`src/rtl/word_store_unit.sv`:
```
`default_nettype none
// ============================================================================
// word_store_unit : serializes a 1/2/4-byte store into byte-wide memory writes,
//                   least-significant byte first at the lowest address.
// Revision: 1.0
// ============================================================================
module word_store_unit #(
    parameter int ADDR_WIDTH = 16
) (
    input  logic                  clock,
    input  logic                  reset,
    input  logic                  Start,
    input  logic [1:0]            Size,
    input  logic [ADDR_WIDTH-1:0] Addr,
    input  logic [31:0]           Data,
    input  logic                  MemReady,
    output logic                  MemWE,
    output logic [ADDR_WIDTH-1:0] MemAddr,
    output logic [7:0]            MemData,
    output logic                  Busy,
    output logic                  Done
);

    typedef enum logic [1:0] {
        S_IDLE  = 2'd0,
        S_WRITE = 2'd1,
        S_DONE  = 2'd2
    } state_t;

    state_t                r_state;
    logic [23:0]           r_rest;
    logic [1:0]            r_idx;
    logic [1:0]            r_last;
    logic                  r_we;
    logic [ADDR_WIDTH-1:0] r_maddr;
    logic [7:0]            r_mdata;
    logic                  r_busy;
    logic                  r_done;
    logic [1:0]            w_last;

    // Index of the final byte; the reserved encoding is treated as a word.
    always_comb begin
        w_last = 2'd3;
        case (Size)
            2'b00:   w_last = 2'd0;
            2'b01:   w_last = 2'd1;
            default: w_last = 2'd3;
        endcase
    end

    // MemAddr/MemData double as the running address and current byte, so the
    // remaining bytes live in a shift register that is drained low byte first.
    always_ff @(posedge clock) begin
        if (reset) begin
            r_state <= S_IDLE;
            r_rest  <= '0;
            r_idx   <= '0;
            r_last  <= '0;
            r_we    <= 1'b0;
            r_maddr <= '0;
            r_mdata <= '0;
            r_busy  <= 1'b0;
            r_done  <= 1'b0;
        end else begin
            case (r_state)
                S_IDLE: begin
                    r_done <= 1'b0;
                    if (Start) begin
                        r_state <= S_WRITE;
                        r_rest  <= Data[31:8];
                        r_idx   <= 2'd0;
                        r_last  <= w_last;
                        r_we    <= 1'b1;
                        r_busy  <= 1'b1;
                        r_maddr <= Addr;
                        r_mdata <= Data[7:0];
                    end
                end
                S_WRITE: begin
                    if (MemReady) begin
                        if (r_idx == r_last) begin
                            r_state <= S_DONE;
                            r_we    <= 1'b0;
                            r_busy  <= 1'b0;
                            r_done  <= 1'b1;
                        end else begin
                            r_idx   <= r_idx + 2'd1;
                            r_maddr <= r_maddr + ADDR_WIDTH'(1);
                            r_mdata <= r_rest[7:0];
                            r_rest  <= {8'h00, r_rest[23:8]};
                        end
                    end
                end
                S_DONE: begin
                    r_state <= S_IDLE;
                    r_done  <= 1'b0;
                end
                default: begin
                    r_state <= S_IDLE;
                    r_we    <= 1'b0;
                    r_busy  <= 1'b0;
                    r_done  <= 1'b0;
                end
            endcase
        end
    end

    assign MemWE   = r_we;
    assign MemAddr = r_maddr;
    assign MemData = r_mdata;
    assign Busy    = r_busy;
    assign Done    = r_done;

endmodule
`default_nettype wire

```
`config.mk`:
```
export PLATFORM = sky130hd
export DESIGN_NAME = word_store_unit
export DESIGN_NICKNAME = d
export VERILOG_FILES = /design/src/rtl/word_store_unit.sv
export SDC_FILE = /design/constraint.sdc
export NUM_CORES = 1
export LEC_CHECK = 0
export ABC_CLOCK_PERIOD_IN_PS = 2100
export CAP_MARGIN = 20
export CORE_ASPECT_RATIO = 0.8
export CORE_MARGIN = 2
export CORE_UTILIZATION = 45
export DETAILED_ROUTE_END_ITERATION = 8
export PLACE_DENSITY = 0.85
export SLEW_MARGIN = 20
export SYNTH_ARGS = -nofsm -noshare
export SYNTH_HDL_FRONTEND = slang
export SYNTH_SLANG_ARGS = --single-unit
```
`constraint.sdc`:
```
create_clock -name clock -period 2.1 [get_ports clock]
set_clock_uncertainty 0.15 [all_clocks]
set_input_delay 0.42 -clock clock [delete_from_list [all_inputs] [get_ports clock]]
set_output_delay 0.42 -clock clock [all_outputs]
set_load 0.01 [all_outputs]
```
After elaboration in Yosys (flattened, before gate mapping)
Index checks and enable logic that the tools add are counted.

Bits in registers: 56. Input port bits: 54. Output and inout port bits: 27. Word-level logic and storage cells: 54.

Add/subtract/negate cells: 2. Eq/ne operators: 8. Muxes and demuxes: 25. Bitwise gates (word level): 2. Reductions and logical operators: 9.

Operator list (number): 2-to-1 mux 24 bit (3); 2-to-1 mux 16 bit (3); case mux 24 bit (2 select lines) (1); case mux 16 bit (2 select lines) (1); 2-to-1 mux 8 bit (3); adder 16 x 1 -> 16 bit (second input constant) (1); case mux 8 bit (2 select lines) (1); 2-to-1 mux 2 bit (6); case mux 2 bit (2 select lines) (3); != test 2 bit (second input constant) (4); AND reduction 4 bit (2); equality test 2 x 1 -> 1 bit (second input constant) (2); zero test 2 bit (2); AND reduction 2 bit (2); 2-to-1 mux 1 bit (3); case mux 1 bit (3 select lines) (1); AND reduction 3 bit (1); adder 2 x 1 -> 2 bit (second input constant) (1); equality test 2 bit (1); equality test 2 bit (second input constant) (1); inverter 1 bit (2); nonzero test 2 bit (1); OR reduction 2 bit (1).

Longest topological paths before layout
Gate-level depths: netlist (run 1).

Depth after elaboration: 4. Gate-level depth with buffers: 6. Gate-level depth less buffers: 5.

Worst setup path before layout (run 1)
OpenSTA, ideal clock, no wires.

Kind: register to register. From: register r_maddr[1] (netlist: MemAddr[1]). To: register r_maddr[14] (netlist: MemAddr[14]). Setup time: 0.092 ns. Arrival: 1.717 ns. Data required time: 1.858 ns. Path slack: 0.140 ns. Cell stages (with the launch flop): 7. Period minus slack after synthesis: 1.960 ns. Cells stage by stage: dfxtp_1 > ha_1 > and4_1 > buf_4 > or4b_1 > o31a_1 > o32ai_1.

Cells in the longest elaborated chain, start to end: 4.

Ends and longest elaborated chain: start, declared (RTL line 35) `logic [ADDR_WIDTH-1:0] r_maddr;`; start signal, assigned (RTL line 75) `r_maddr <= Addr;`; start signal, assigned (RTL line 88) `r_maddr <= r_maddr + ADDR_WIDTH'(1);`; adder 16 x 1 -> 16 bit (RTL line 88); 2-to-1 mux 16 bit (RTL line 81) `if (r_idx == r_last) begin`; 2-to-1 mux 16 bit (RTL line 80) `if (MemReady) begin`; case mux 16 bit (2 select lines) (RTL line 65) `case (r_state)`.

No other way between the ends. The select of a mux whose other input is x is not followed. A chain may end at the register's enable or synchronous reset.

Worst setup path after layout (run 1)
From: register r_maddr[2] (netlist: MemAddr[2]). To: output port MemAddr[2].

RTL lines: end, declared (RTL line 18) `output logic [ADDR_WIDTH-1:0] MemAddr,`.

No word-level cell between the ends.

==> impl_results.html, run 1 <==
<table>
<tr><th>Metric</th><th>Value</th></tr>
<tr><th colspan="2">Place</th></tr>
<tr><td>Input/output buffers</td><td>80</td></tr>
<tr><td>Placed Instances</td><td>499</td></tr>
<tr><td>Weighted congestion at the end of routability-driven global placement</td><td>0.8349</td></tr>
<tr><td>Half-perimeter wire length after detailed placement</td><td>5392 um</td></tr>
<tr><th colspan="2">Layout</th></tr>
<tr><td>Fin cells</td><td>507</td></tr>
<tr><td>Filler Cells Inserted</td><td>503</td></tr>
<tr><td>Total Nets Final</td><td>480</td></tr>
<tr><td>Fraction of final layout cells with drive strength greater than 1</td><td>0.07512</td></tr>
<tr><td>Relative area change from synthesis to final layout</td><td>37.27%</td></tr>
<tr><td>Number of antenna repair diodes</td><td>0</td></tr>
<tr><th colspan="2">Clock network</th></tr>
<tr><td>Clock network latency to the later pin of the worst-skew pair</td><td>0.31 ns</td></tr>
<tr><td>Level count of the clock H-tree</td><td>2</td></tr>
<tr><td>CTS clk-pin slew, worst paths</td><td>0.10 ns</td></tr>
<tr><td>Count of hold-fix buffers inserted at cts</td><td>0</td></tr>
<tr><td>Buffers from clock root to sink, at most</td><td>2</td></tr>
<tr><td>CTS tree</td><td>done</td></tr>
<tr><td>TritonCTS Buffers</td><td>5</td></tr>
<tr><td>Cts repair resizes</td><td>0</td></tr>
<tr><td>Buffers inserted during post-CTS setup optimization</td><td>0</td></tr>
<tr><td>Clock Tree Root</td><td>clkbuf_8</td></tr>
<tr><td>Sink Count</td><td>56</td></tr>
<tr><th colspan="2">Logic synthesis</th></tr>
<tr><td>Post-Synthesis Net Count</td><td>410</td></tr>
<tr><td>Most numerous cell in the Yosys netlist</td><td>nand2_1</td></tr>
<tr><td>Sequential area share after synthesis</td><td>0.4038</td></tr>
<tr><td>Top FF cell, synth</td><td>dfxtp_1</td></tr>
<tr><td>Number of register bits inferred by synthesis</td><td>56</td></tr>
<tr><td>Synth Area per Inst</td><td>7.821 um2</td></tr>
<tr><td>Share of flip-flops with an asynchronous set or reset</td><td>0</td></tr>
<tr><td>Post-synth EDFFs</td><td>0</td></tr>
<tr><td>Number of distinct library cells after synthesis</td><td>42</td></tr>
<tr><td>Area of the mapped netlist</td><td>2776 um2</td></tr>
<tr><td>Yosys Warn Count</td><td>0</td></tr>
<tr><td>Largest cells by area after synthesis</td><td>dfxtp_1 (40%), nand2_1 (10%), a311oi_1 (7.9%)</td></tr>
<tr><td>Area share of the largest cell type after synthesis</td><td>0.4038</td></tr>
<tr><td>Post-synth top area cell</td><td>dfxtp_1</td></tr>
<tr><td>Gate count of the mapped netlist</td><td>355</td></tr>
<tr><td>Commonest cells in the synthesized netlist</td><td>nand2_1 (76), dfxtp_1 (56), nor3_1 (31)</td></tr>
<tr><th colspan="2">Power</th></tr>
<tr><td>Leak pwr</td><td>1.349 nW</td></tr>
<tr><td>P per Cell Area</td><td>690.0 nW/um2</td></tr>
<tr><td>Largest voltage drop on the vdd net</td><td>316.9 uV</td></tr>
<tr><th colspan="2">Worst setup path</th></tr>
<tr><td>Cell type of the slowest stage on the worst timing path</td><td>clkdlybuf4s50_1</td></tr>
<tr><td>Worst flop-to-flop path startpoint</td><td>MemAddr[5]</td></tr>
<tr><td>Maximum fanout count along the critical path</td><td>9</td></tr>
<tr><td>Count of buffering cells on the critical path with inverters included</td><td>1</td></tr>
<tr><td>List of cells traversed by the critical path</td><td>clkdlybuf4s50_1</td></tr>
<tr><td>Capture point of the worst reg-to-reg path</td><td>MemAddr[13]</td></tr>
<tr><td>Launching element type of the critical path</td><td>flip-flop</td></tr>
<tr><td>Largest delay contributor family on the critical path</td><td>buffers and inverters</td></tr>
<tr><td>Type of the worst setup path</td><td>reg2out</td></tr>
<tr><td>Logic depth of the worst setup path including buffers</td><td>1</td></tr>
<tr><td>Crit path largest cell delay</td><td>0.60 ns</td></tr>
<tr><td>Nature of the critical path endpoint</td><td>output port</td></tr>
<tr><td>Worst-case register-to-register setup slack</td><td>0.14 ns</td></tr>
<tr><td>Required time of the critical path</td><td>1.53 ns</td></tr>
<tr><td>Arrival @ worst endpoint</td><td>1.40 ns</td></tr>
<tr><td>Worst reg2reg path depth</td><td>4</td></tr>
<tr><th colspan="2">Die</th></tr>
<tr><td>Core region area</td><td>5943 um2</td></tr>
<tr><td>Die Span Y</td><td>74.26 um</td></tr>
<tr><td>Std cell rows</td><td>25</td></tr>
<tr><td>Horiz. Die Dim</td><td>91.82 um</td></tr>
<tr><td>IO Pins</td><td>81</td></tr>
<tr><td>Overall die area</td><td>6818 um2</td></tr>
<tr><td>Initial Utilization</td><td>0.4672</td></tr>
<tr><th colspan="2">Timing</th></tr>
<tr><td>Slew at the pin closest to its max-slew limit</td><td>0.5554 ns</td></tr>
<tr><td>Min Clock Period, post-route</td><td>1.967 ns</td></tr>
<tr><td>Normalized max-slew margin</td><td>0.6284</td></tr>
<tr><td>Achievable Freq</td><td>508.3 MHz</td></tr>
<tr><td>Number of failing setup endpoints in the final timing report</td><td>0</td></tr>
<tr><td>Worst Hold Margin</td><td>0.3242 ns</td></tr>
<tr><td>Unrepaired setup endpoints after global routing</td><td>no</td></tr>
<tr><td>Period utilisation layout</td><td>0.9369</td></tr>
<tr><td>Final hold violation count</td><td>0</td></tr>
<tr><td>Max-slew violations</td><td>0</td></tr>
<tr><th colspan="2">Detailed routing</th></tr>
<tr><td>Number of antenna-violating nets in the routed design</td><td>0</td></tr>
<tr><td>Avg Vias per Cell</td><td>5.892</td></tr>
<tr><td>Total number of vias</td><td>2,987</td></tr>
<tr><td>WL/cell</td><td>15.31 um</td></tr>
<tr><td>Detailed router's first-iteration violation count</td><td>281</td></tr>
<tr><td>DRC violation count after routing</td><td>0</td></tr>
<tr><td>Total wire length after detailed routing</td><td>7762 um</td></tr>
<tr><td>Detailed-router iteration count before antenna repair</td><td>5</td></tr>
<tr><th colspan="2">Worst hold path</th></tr>
<tr><td>Cell depth of the worst min-delay path</td><td>2</td></tr>
<tr><td>Path type of the worst min-delay path</td><td>reg2reg</td></tr>
<tr><td>Hold Startpoint</td><td>r_rest[16]</td></tr>
<tr><td>Endpoint of the worst hold path</td><td>r_rest[16]</td></tr>
<tr><th colspan="2">Run</th></tr>
<tr><td>Max-cap violations</td><td>0</td></tr>
<tr><th colspan="2">Global route</th></tr>
<tr><td>Via count of the first global-routing pass</td><td>2,722</td></tr>
<tr><td>Global-route wire length before repair</td><td>12,160 um</td></tr>
<tr><td>Pin count of the biggest net entering global routing</td><td>43</td></tr>
<tr><td>Congestion Overflow GR</td><td>0</td></tr>
<tr><td>Number of antenna violations at the first check in global routing</td><td>0</td></tr>
<tr><td>Gr usage total</td><td>0.2187</td></tr>
<tr><th colspan="2">Run status</th></tr>
<tr><td>Result of the run</td><td>complete, no violations</td></tr>
</table>
sequential cells by signal, indices dropped and copies added (netlist names):
name / flops
Done: 1
Busy: 1
MemAddr: 16
MemData: 8
r_rest: 24
r_idx: 2
r_last: 2
r_state: 2
cell type report:
type                    count  area [um2]  area share
clock buffers               5       68.82     0.01806
clock inverters             3       42.54     0.01116
inverters                   6       22.52    0.005909
flip-flops and latches     56        1121      0.2942
repair buffers             98       968.4      0.2541
well taps                  81       101.3     0.02659
multi-input cells         258        1486      0.3900
power breakdown:
group	internal [mW]	switching, mW	total [mW]
Clock	0.354	0.358	0.711
Combinational	0.349	0.331	0.680
Sequential	1.16	0.0774	1.24
Total	1.86	0.766	2.63
layout by cell type, fill, tap and decap left out, types with 8 or more instances in the layout:
| cell type | count |
|---|---|
| nor2_1 | 8 |
| a22oi_1 | 8 |
| clkdlybuf4s50_1 | 79 |
| a311oi_1 | 25 |
| buf_4 | 15 |
| o32ai_1 | 9 |
| dfxtp_1 | 56 |
| nand2_1 | 76 |
| nor3_1 | 31 |
| a21oi_1 | 20 |
| nand3_1 | 21 |
per-stage QoR:
step / util / setup TNS (ns) / cell area (um2) / total power [mW] / worst slack [ns]
detailed placement: 0.6225 / -0.01184 / 3700 / 1.935 / -0.007525
floorplan: - / 0 / 2776 / 1.617 / 0.1404
finish: 0.6413 / 0 / 3811 / 2.630 / 0.1325
global route: 0.6413 / 0 / 3811 / 2.740 / 0.03959
global placement: 0.6225 / 0 / 3700 / 1.915 / 0.05402
CTS: 0.6413 / 0 / 3811 / 2.627 / 0.1362
worst max-delay path by stage:
stage	startpoint	endpoint	slack, ns
after floorplan	MemAddr[1]	MemAddr[14]	0.14
after global placement	Start	r_rest[15]	0.05
after detailed placement	MemReady	r_rest[5]	-0.008
after CTS	MemAddr[2]	MemAddr[2]	0.14
after global routing	MemAddr[5]	MemAddr[13]	0.04
final	MemAddr[2]	MemAddr[2]	0.13
layer usage:
layer | GRT usage | up-vias | part of all wire
li1 | - | 1462 | -
met2 | 0.3652 | 148 | 0.45
met1 | 0.2912 | 1367 | 0.46
met5 | 0 | - | 0
met4 | 0.06965 | 0 | 0.0098
met3 | 0.04357 | 10 | 0.075
cell families after synthesis:
group,after synthesis,share of synthesized area
buffers and inverters,41,0.06264
adders and majority gates,1,0.004506
xor gates and xnor gates,4,0.01262
AOI/OAI and AO/OA,94,0.2519
DFF,56,0.4038
and+or+nand+nor,159,0.2645
Power figures use the tool's default switching activity.
==> run 2, diff against run 1 <==
--- a/config.mk
+++ b/config.mk
@@ -11,7 +11,9 @@
 export CORE_MARGIN = 2
 export CORE_UTILIZATION = 45
 export DETAILED_ROUTE_END_ITERATION = 8
-export PLACE_DENSITY = 0.85
+export GPL_TIMING_DRIVEN = 0
+export PLACE_DENSITY = 0.74
+export REMOVE_ABC_BUFFERS = 1
 export SLEW_MARGIN = 20
 export SYNTH_ARGS = -nofsm -noshare
 export SYNTH_HDL_FRONTEND = slang
==> impl_results.html, run 2 (synthesis results as in run 1) <==
<table>
<tr><th>Metric</th><th>Value</th></tr>
<tr><th colspan="2">Die</th></tr>
<tr><td>Std cell rows</td><td>25 (unchanged)</td></tr>
<tr><td>Core region area</td><td>5943 um2 (unchanged)</td></tr>
<tr><td>Initial Utilization</td><td>0.4672 (unchanged)</td></tr>
<tr><td>Overall die area</td><td>6818 um2 (unchanged)</td></tr>
<tr><td>Die Span Y</td><td>74.26 um (unchanged)</td></tr>
<tr><td>Horiz. Die Dim</td><td>91.82 um (unchanged)</td></tr>
<tr><td>IO Pins</td><td>81 (unchanged)</td></tr>
<tr><th colspan="2">Worst setup path</th></tr>
<tr><td>Launching element type of the critical path</td><td>flip-flop</td></tr>
<tr><td>Maximum fanout count along the critical path</td><td>6 (-3)</td></tr>
<tr><td>Required time of the critical path</td><td>2.18 ns (+0.65 ns)</td></tr>
<tr><td>Type of the worst setup path</td><td>reg2reg</td></tr>
<tr><td>Arrival @ worst endpoint</td><td>2.11 ns (+0.71 ns)</td></tr>
<tr><td>Crit path largest cell delay</td><td>0.48 ns (-0.12 ns)</td></tr>
<tr><td>List of cells traversed by the critical path</td><td>ha_1 -&gt; and4_4 -&gt; or4b_1 -&gt; o31a_1 -&gt; o32ai_1</td></tr>
<tr><td>Cell type of the slowest stage on the worst timing path</td><td>or4b_1</td></tr>
<tr><td>Nature of the critical path endpoint</td><td>flip-flop</td></tr>
<tr><th colspan="2">Power</th></tr>
<tr><td>Final Total Pwr</td><td>2.660 mW (+1.2%)</td></tr>
<tr><td>P per Cell Area</td><td>697.7 nW/um2 (+1.1%)</td></tr>
<tr><td>Clock group share of total power</td><td>0.275 (+0.005)</td></tr>
<tr><td>Largest voltage drop on the vdd net</td><td>382.8 uV (+21%)</td></tr>
<tr><td>Combinational group share of total power</td><td>0.255 (-0.004)</td></tr>
<tr><td>Leak pwr</td><td>1.315 nW (-2.5%)</td></tr>
<tr><td>Reported net switching power</td><td>0.7944 mW (+3.7%)</td></tr>
<tr><td>Net Sw Frac</td><td>0.2986 (+0.007239)</td></tr>
<tr><td>Internal Power</td><td>1.866 mW (+0.13%)</td></tr>
<tr><td>Flop pwr share</td><td>0.469 (-0.002)</td></tr>
<tr><th colspan="2">Clock network</th></tr>
<tr><td>Clock network latency to the later pin of the worst-skew pair</td><td>0.31 ns (about the same)</td></tr>
<tr><td>Sink Count</td><td>56 (unchanged)</td></tr>
<tr><td>Clock Tree Root</td><td>clkbuf_8</td></tr>
<tr><td>CTS tree</td><td>done</td></tr>
<tr><td>Level count of the clock H-tree</td><td>2 (unchanged)</td></tr>
<tr><td>CTS clk-pin slew, worst paths</td><td>0.10 ns (about the same)</td></tr>
<tr><td>Buffers from clock root to sink, at most</td><td>2 (unchanged)</td></tr>
<tr><td>TritonCTS Buffers</td><td>5 (unchanged)</td></tr>
<tr><td>Count of hold-fix buffers inserted at cts</td><td>0 (unchanged)</td></tr>
<tr><th colspan="2">Timing</th></tr>
<tr><td>Number of failing setup endpoints in the final timing report</td><td>0 (unchanged)</td></tr>
<tr><td>Final hold violation count</td><td>0 (unchanged)</td></tr>
<tr><td>Period utilisation layout</td><td>0.9638 (+0.02686)</td></tr>
<tr><td>Slew at the pin closest to its max-slew limit</td><td>0.7599 ns (+0.2045 ns)</td></tr>
<tr><td>Setup TNS after final layout</td><td>0 ns (unchanged)</td></tr>
<tr><td>Setup slack of the critical path after layout</td><td>0.07611 ns (-0.05641 ns)</td></tr>
<tr><td>Max-slew violations</td><td>0 (unchanged)</td></tr>
<tr><td>Min Clock Period, post-route</td><td>2.024 ns (+0.05641 ns)</td></tr>
<tr><td>Normalized max-slew margin</td><td>0.4934 (-0.1350)</td></tr>
<tr><td>Unrepaired setup endpoints after global routing</td><td>no</td></tr>
<tr><td>Achievable Freq</td><td>494.1 MHz (-2.8%)</td></tr>
<tr><td>Worst Hold Margin</td><td>0.3229 ns (-0.001228 ns)</td></tr>
<tr><th colspan="2">Detailed routing</th></tr>
<tr><td>WL/cell</td><td>16.70 um (+9.1%)</td></tr>
<tr><td>Detailed router's first-iteration violation count</td><td>194 (-31%)</td></tr>
<tr><td>Detailed-router iteration count before antenna repair</td><td>5 (unchanged)</td></tr>
<tr><td>DRC violation count after routing</td><td>0 (unchanged)</td></tr>
<tr><td>Total number of vias</td><td>2,967 (-0.67%)</td></tr>
<tr><td>Avg Vias per Cell</td><td>5.958 (+1.1%)</td></tr>
<tr><td>Total wire length after detailed routing</td><td>8315 um (+7.1%)</td></tr>
<tr><td>Number of antenna-violating nets in the routed design</td><td>0 (unchanged)</td></tr>
<tr><th colspan="2">Layout</th></tr>
<tr><td>Total area of multi-input combinational cells</td><td>1549 um2 (+4.2%)</td></tr>
<tr><td>Number of antenna repair diodes</td><td>0 (unchanged)</td></tr>
<tr><td>Filler Cells Inserted</td><td>542 (+7.8%)</td></tr>
<tr><td>Fin cells</td><td>498 (-1.8%)</td></tr>
<tr><td>Register name with the most flops</td><td>r_rest</td></tr>
<tr><td>Leading cell types in the layout, fill and taps excluded</td><td>clkdlybuf4s50_1 (79), nand2_1 (74), dfxtp_1 (53), nor3_1 (31), a311oi_1 (25)</td></tr>
<tr><td>Final Cell Area</td><td>3812 um2 (about the same)</td></tr>
<tr><td>Area taken by flip-flops and latches</td><td>1127 um2 (+0.56%)</td></tr>
<tr><td>Util after Layout</td><td>0.6415 (about the same)</td></tr>
<tr><td>Total Nets Final</td><td>471 (-1.9%)</td></tr>
<tr><td>Relative area change from synthesis to final layout</td><td>37.31% (about the same)</td></tr>
<tr><td>Largest register FFs</td><td>24 (unchanged)</td></tr>
<tr><td>Most common library cell in the layout ignoring fill and taps</td><td>clkdlybuf4s50_1</td></tr>
<tr><td>Fraction of final layout cells with drive strength greater than 1</td><td>0.07434 (-0.0007768)</td></tr>
<tr><th colspan="2">Place</th></tr>
<tr><td>Placed Instances</td><td>486 (-2.6%)</td></tr>
<tr><td>Area of placed instances</td><td>3628 um2 (-1.9%)</td></tr>
<tr><td>Half-perimeter wire length after detailed placement</td><td>4943 um (-8.3%)</td></tr>
<tr><td>Weighted congestion at the end of routability-driven global placement</td><td>0.8245 (-1.2%)</td></tr>
<tr><td>Input/output buffers</td><td>80 (unchanged)</td></tr>
<tr><td>Worst slack after detailed placement</td><td>-1.030 ns (-1.023 ns)</td></tr>
<tr><th colspan="2">Global route</th></tr>
<tr><td>Number of antenna violations at the first check in global routing</td><td>0 (unchanged)</td></tr>
<tr><td>Pin count of the biggest net entering global routing</td><td>71 (+65%)</td></tr>
<tr><td>Gr usage total</td><td>0.2386 (+0.01988)</td></tr>
<tr><td>Congestion Overflow GR</td><td>0 (unchanged)</td></tr>
<tr><td>Global-route wire length before repair</td><td>13,020 um (+7.1%)</td></tr>
<tr><td>Via count of the first global-routing pass</td><td>2,699 (-0.84%)</td></tr>
<tr><th colspan="2">Worst hold path</th></tr>
<tr><td>Path type of the worst min-delay path</td><td>reg2reg</td></tr>
<tr><th colspan="2">Run</th></tr>
<tr><td>Max-cap violations</td><td>0 (unchanged)</td></tr>
<tr><th colspan="2">Run status</th></tr>
<tr><td>Result of the run</td><td>complete, no violations</td></tr>
</table>
## run 2: worst paths after layout
path,start,end,slack (ns),depth (start not counted)
setup / recovery,MemAddr[0],MemAddr[14],0.08,5
hold / removal,r_rest[16],r_rest[16],0.32,2
setup reg to reg,MemAddr[0],MemAddr[14],0.08,5
hold reg to reg,r_rest[16],r_rest[16],0.32,2
## run 2: routing by layer
metal,global-route usage,routed length [um]
met4,0.05970,30
met3,0.05370,718
met1,0.3235,3782
met5,0,0
met2,0.3938,3784
## run 2: what timing repair did
item | 4_1_cts | 5_1_grt
setup buffers | 2 | 0
endpoints found under the setup margin | 42 | 11
gates cloned | 1 | 1
pin swaps | 1 | 0
resized for setup | 8 | 6
## run 2: layout make-up
cell class,instances,share of cell area
multi-input cells,260,0.4063
well taps,81,0.02658
clock buffers,6,0.01904
inverters,6,0.005907
repair buffers,87,0.2363
clock inverters,2,0.01017
flip-flops and latches,56,0.2957
## run 2: power groups by stage
stage	registers, mW	logic [mW]	clock network, mW
5_1_grt	1.26	0.738	0.789
2_1_floorplan	1.27	0.309	0
4_1_cts	1.24	0.671	0.739
3_3_place_gp	1.26	0.624	0
3_5_place_dp	1.27	0.656	0
6_report	1.25	0.679	0.733
## run 2: worst max-delay path: cells and delay by family, from the launching register on
kind	cells	cell delay, ns
fa+ha+maj	1	0.24
simple gates	2	0.78
compound gates	2	0.37
flops	1	0.40
==> run 3, diff against run 2 <==
--- a/config.mk
+++ b/config.mk
@@ -5,14 +5,17 @@
 export SDC_FILE = /design/constraint.sdc
 export NUM_CORES = 1
 export LEC_CHECK = 0
+export ABC_AREA = 1
 export ABC_CLOCK_PERIOD_IN_PS = 2100
 export CAP_MARGIN = 20
 export CORE_ASPECT_RATIO = 0.8
 export CORE_MARGIN = 2
 export CORE_UTILIZATION = 45
 export DETAILED_ROUTE_END_ITERATION = 8
+export DONT_BUFFER_PORTS = 1
+export GPL_ROUTABILITY_DRIVEN = 0
 export GPL_TIMING_DRIVEN = 0
-export PLACE_DENSITY = 0.74
+export PLACE_DENSITY = 0.57
 export REMOVE_ABC_BUFFERS = 1
 export SLEW_MARGIN = 20
 export SYNTH_ARGS = -nofsm -noshare
==> impl_results.html, run 3 <==
<table>
<tr><th>Metric</th><th>Value</th></tr>
<tr><th colspan="2">Place</th></tr>
<tr><td>Input/output buffers</td><td>0 (-100%)</td></tr>
<tr><td>Half-perimeter wire length after detailed placement</td><td>4276 um (-13%)</td></tr>
<tr><td>Area of placed instances</td><td>2849 um2 (-21%)</td></tr>
<tr><td>Placed Instances</td><td>486 (unchanged)</td></tr>
<tr><th colspan="2">Die</th></tr>
<tr><td>Std cell rows</td><td>25 (unchanged)</td></tr>
<tr><td>Horiz. Die Dim</td><td>93.27 um (+1.6%)</td></tr>
<tr><td>IO Pins</td><td>81 (unchanged)</td></tr>
<tr><td>Core region area</td><td>6037 um2 (+1.6%)</td></tr>
<tr><td>Overall die area</td><td>7034 um2 (+3.2%)</td></tr>
<tr><td>Initial Utilization</td><td>0.4752 (+0.008075)</td></tr>
<tr><td>Die Span Y</td><td>75.42 um (+1.6%)</td></tr>
<tr><th colspan="2">Global route</th></tr>
<tr><td>Global-route wire length before repair</td><td>10,870 um (-16%)</td></tr>
<tr><td>Congestion Overflow GR</td><td>0 (unchanged)</td></tr>
<tr><td>Number of antenna violations at the first check in global routing</td><td>0 (unchanged)</td></tr>
<tr><td>Gr usage total</td><td>0.1938 (-0.04479)</td></tr>
<tr><td>Pin count of the biggest net entering global routing</td><td>54 (-24%)</td></tr>
<tr><td>Via count of the first global-routing pass</td><td>2,332 (-14%)</td></tr>
<tr><th colspan="2">Power</th></tr>
<tr><td>Clock group share of total power</td><td>0.250 (-0.025)</td></tr>
<tr><td>Net Sw Frac</td><td>0.3471 (+0.04843)</td></tr>
<tr><td>Largest voltage drop on the vdd net</td><td>383.3 uV (+0.12%)</td></tr>
<tr><td>Flop pwr share</td><td>0.534 (+0.065)</td></tr>
<tr><td>Reported net switching power</td><td>0.8565 mW (+7.8%)</td></tr>
<tr><td>P per Cell Area</td><td>805.0 nW/um2 (+15%)</td></tr>
<tr><td>Combinational group share of total power</td><td>0.215 (-0.040)</td></tr>
<tr><td>Internal Power</td><td>1.611 mW (-14%)</td></tr>
<tr><td>Leak pwr</td><td>1.300 nW (-1.2%)</td></tr>
<tr><th colspan="2">Layout</th></tr>
<tr><td>Util after Layout</td><td>0.5078 (-0.1337)</td></tr>
<tr><td>Total Nets Final</td><td>472 (+0.21%)</td></tr>
<tr><td>Largest register FFs</td><td>24 (unchanged)</td></tr>
<tr><td>Fraction of final layout cells with drive strength greater than 1</td><td>0.06220 (-0.01214)</td></tr>
<tr><td>Leading cell types in the layout, fill and taps excluded</td><td>nand2_1 (122), dfxtp_1 (55), nor2_1 (50), a21oi_1 (38), o21ai_0 (37)</td></tr>
<tr><td>Most common library cell in the layout ignoring fill and taps</td><td>nand2_1</td></tr>
<tr><td>Fin cells</td><td>499 (+0.20%)</td></tr>
<tr><td>Relative area change from synthesis to final layout</td><td>6.847%</td></tr>
<tr><td>Filler Cells Inserted</td><td>645 (+19%)</td></tr>
<tr><td>Register name with the most flops</td><td>r_rest</td></tr>
<tr><td>Final Cell Area</td><td>3065 um2 (-20%)</td></tr>
<tr><td>Number of antenna repair diodes</td><td>0 (unchanged)</td></tr>
<tr><th colspan="2">Clock network</th></tr>
<tr><td>Clock network latency to the later pin of the worst-skew pair</td><td>0.32 ns (about the same)</td></tr>
<tr><td>Level count of the clock H-tree</td><td>2 (unchanged)</td></tr>
<tr><td>CTS clk-pin slew, worst paths</td><td>0.11 ns (about the same)</td></tr>
<tr><td>TritonCTS Buffers</td><td>5 (unchanged)</td></tr>
<tr><td>Sink Count</td><td>56 (unchanged)</td></tr>
<tr><td>CTS tree</td><td>done</td></tr>
<tr><td>Buffers inserted during post-CTS setup optimization</td><td>0 (-2)</td></tr>
<tr><td>Buffers from clock root to sink, at most</td><td>2 (unchanged)</td></tr>
<tr><td>Clock Tree Root</td><td>clkbuf_8</td></tr>
<tr><th colspan="2">Worst hold path</th></tr>
<tr><td>Path type of the worst min-delay path</td><td>in2reg</td></tr>
<tr><th colspan="2">Logic synthesis</th></tr>
<tr><td>Gate count of the mapped netlist</td><td>430 (+21%)</td></tr>
<tr><td>Synth Area per Inst</td><td>6.672 um2 (-15%)</td></tr>
<tr><td>Area share of the largest cell type after synthesis</td><td>0.3908 (-0.01303)</td></tr>
<tr><td>Area of the mapped netlist</td><td>2869 um2 (+3.3%)</td></tr>
<tr><td>Post-synth top area cell</td><td>dfxtp_1</td></tr>
<tr><td>Yosys Warn Count</td><td>0 (unchanged)</td></tr>
<tr><td>Sequential area share after synthesis</td><td>0.3908 (-0.01303)</td></tr>
<tr><td>Share of flip-flops with an asynchronous set or reset</td><td>0 (unchanged)</td></tr>
<tr><td>Commonest cells in the synthesized netlist</td><td>nand2_1 (124), dfxtp_1 (56), nor2_1 (50)</td></tr>
<tr><td>Most numerous cell in the Yosys netlist</td><td>nand2_1</td></tr>
<tr><td>Top FF cell, synth</td><td>dfxtp_1</td></tr>
<tr><td>Post-synth EDFFs</td><td>0 (unchanged)</td></tr>
<tr><td>Largest cells by area after synthesis</td><td>dfxtp_1 (39%), nand2_1 (16%), a21oi_1 (6.6%)</td></tr>
<tr><td>Number of distinct library cells after synthesis</td><td>24 (-43%)</td></tr>
<tr><td>Number of register bits inferred by synthesis</td><td>56 (unchanged)</td></tr>
<tr><th colspan="2">Detailed routing</th></tr>
<tr><td>Avg Vias per Cell</td><td>5.307 (-11%)</td></tr>
<tr><td>WL/cell</td><td>14.45 um (-13%)</td></tr>
<tr><td>DR WL met3</td><td>474 um (-34%)</td></tr>
<tr><td>DRC violation count after routing</td><td>0 (unchanged)</td></tr>
<tr><td>Detailed-router iteration count before antenna repair</td><td>4 (-1)</td></tr>
<tr><td>Number of antenna-violating nets in the routed design</td><td>0 (unchanged)</td></tr>
<tr><td>Routed wire length on met2</td><td>3212 um (-15%)</td></tr>
<tr><td>Detailed router's first-iteration violation count</td><td>163 (-16%)</td></tr>
<tr><td>Total wire length after detailed routing</td><td>7209 um (-13%)</td></tr>
<tr><td>Total number of vias</td><td>2,648 (-11%)</td></tr>
<tr><td>Top layer reached by signal wires</td><td>met4</td></tr>
<tr><td>Length of routed wiring on met1</td><td>3469 um (-8.3%)</td></tr>
<tr><th colspan="2">Timing</th></tr>
<tr><td>Setup TNS after final layout</td><td>0 ns (unchanged)</td></tr>
<tr><td>Min Clock Period, post-route</td><td>1.982 ns (-0.04210 ns)</td></tr>
<tr><td>Worst Hold Margin</td><td>0.008995 ns (-0.3139 ns)</td></tr>
<tr><td>Slew at the pin closest to its max-slew limit</td><td>0.9625 ns (+0.2025 ns)</td></tr>
<tr><td>Number of failing setup endpoints in the final timing report</td><td>0 (unchanged)</td></tr>
<tr><td>Period utilisation layout</td><td>0.9437 (-0.02005)</td></tr>
<tr><td>Normalized max-slew margin</td><td>0.3576 (-0.1357)</td></tr>
<tr><td>Final hold violation count</td><td>0 (unchanged)</td></tr>
<tr><td>Max-slew violations</td><td>0 (unchanged)</td></tr>
<tr><td>Achievable Freq</td><td>504.6 MHz (+2.1%)</td></tr>
<tr><th colspan="2">Worst setup path</th></tr>
<tr><td>Maximum fanout count along the critical path</td><td>48 (+42)</td></tr>
<tr><td>Type of the worst setup path</td><td>reg2reg</td></tr>
<tr><td>Launching element type of the critical path</td><td>flip-flop</td></tr>
<tr><td>Nature of the critical path endpoint</td><td>flip-flop</td></tr>
<tr><td>Arrival @ worst endpoint</td><td>2.05 ns (-0.06 ns)</td></tr>
<tr><td>Required time of the critical path</td><td>2.17 ns (about the same)</td></tr>
<tr><th colspan="2">Run status</th></tr>
<tr><td>Result of the run</td><td>complete, no violations</td></tr>
<tr><th colspan="2">Run</th></tr>
<tr><td>Max-cap violations</td><td>0 (unchanged)</td></tr>
</table>
-- run 3: worst max-delay path: stages, from the launching register on --
cell and delay [ns]:
dfxtp_1 0.32, inv_1 0.14, nand2_8 0.18, inv_16 0.20, nand2_1 0.09, nand2_2 0.17, nand2_8 0.19, clkinv_16 0.18
nand3_1 0.09, o211a_1 0.11
-- run 3: metal layers --
layer / vias to the layer above / global-route usage
met3: 5 / 0.04451
met5: - / 0
li1: 1359 / -
met4: 0 / 0.04902
met2: 72 / 0.3205
met1: 1212 / 0.2604
-- run 3: path summary, 6_finish.rpt --
path              startpoint         end  slack, ns  depth (start not counted)
hold reg to reg    r_rest[7]   r_rest[7]       0.31                          2
setup reg to reg  r_state[1]  MemData[2]       0.12                          9
setup / recovery  r_state[1]  MemData[2]       0.12                          9
hold / removal         reset  MemAddr[6]      0.009                          1
-- run 3: logic make-up (layout without fill, tap and decap cells) --
kind of cell | count (synthesis) | count (layout) | synth area share
compound gates | 89 | 89 | 0.1766
simple gates | 219 | 220 | 0.3236
fa+ha+maj | 1 | 1 | 0.004360
buf+inv | 63 | 50 | 0.09856
xor+xnor | 2 | 2 | 0.006107
flops | 56 | 56 | 0.3908
-- run 3: area by class of cell --
class | count | area [um2] | share of cell area
sequential | 56 | 1122 | 0.3661
clock buffer | 5 | 68.82 | 0.02245
multi-input combinational | 312 | 1509 | 0.4922
inverter | 37 | 181.4 | 0.05918
clock inverter | 3 | 22.52 | 0.007347
tap | 81 | 101.3 | 0.03306
timing repair buffer | 5 | 60.06 | 0.01959
-- run 3: power groups by stage --
stage | clock [mW] | combinational (mW) | sequential (mW)
2_1_floorplan | 0 | 0.374 | 1.31
3_5_place_dp | 0 | 0.478 | 1.34
4_1_cts | 0.640 | 0.507 | 1.32
3_3_place_gp | 0 | 0.465 | 1.34
6_report | 0.618 | 0.532 | 1.32
5_1_grt | 0.683 | 0.610 | 1.34
-- run 3: stage by stage --
stage               power, mW  setup WS, ns
finish                  2.468        0.1182
floorplan               1.688        -1.388
CTS                     2.466       0.03498
detailed placement      1.819        -1.636
global route            2.629      -0.01601
global placement        1.804        -2.920
-- run 3: timing repair --
item                                    in CTS  in global routing
gates resized for setup                     15                  2
pin swaps                                    0                  1
endpoints found under the hold margin        1                  8
endpoints found under the setup margin      50                 36
gates cloned                                 0                  1
hold buffers                                 1                  3
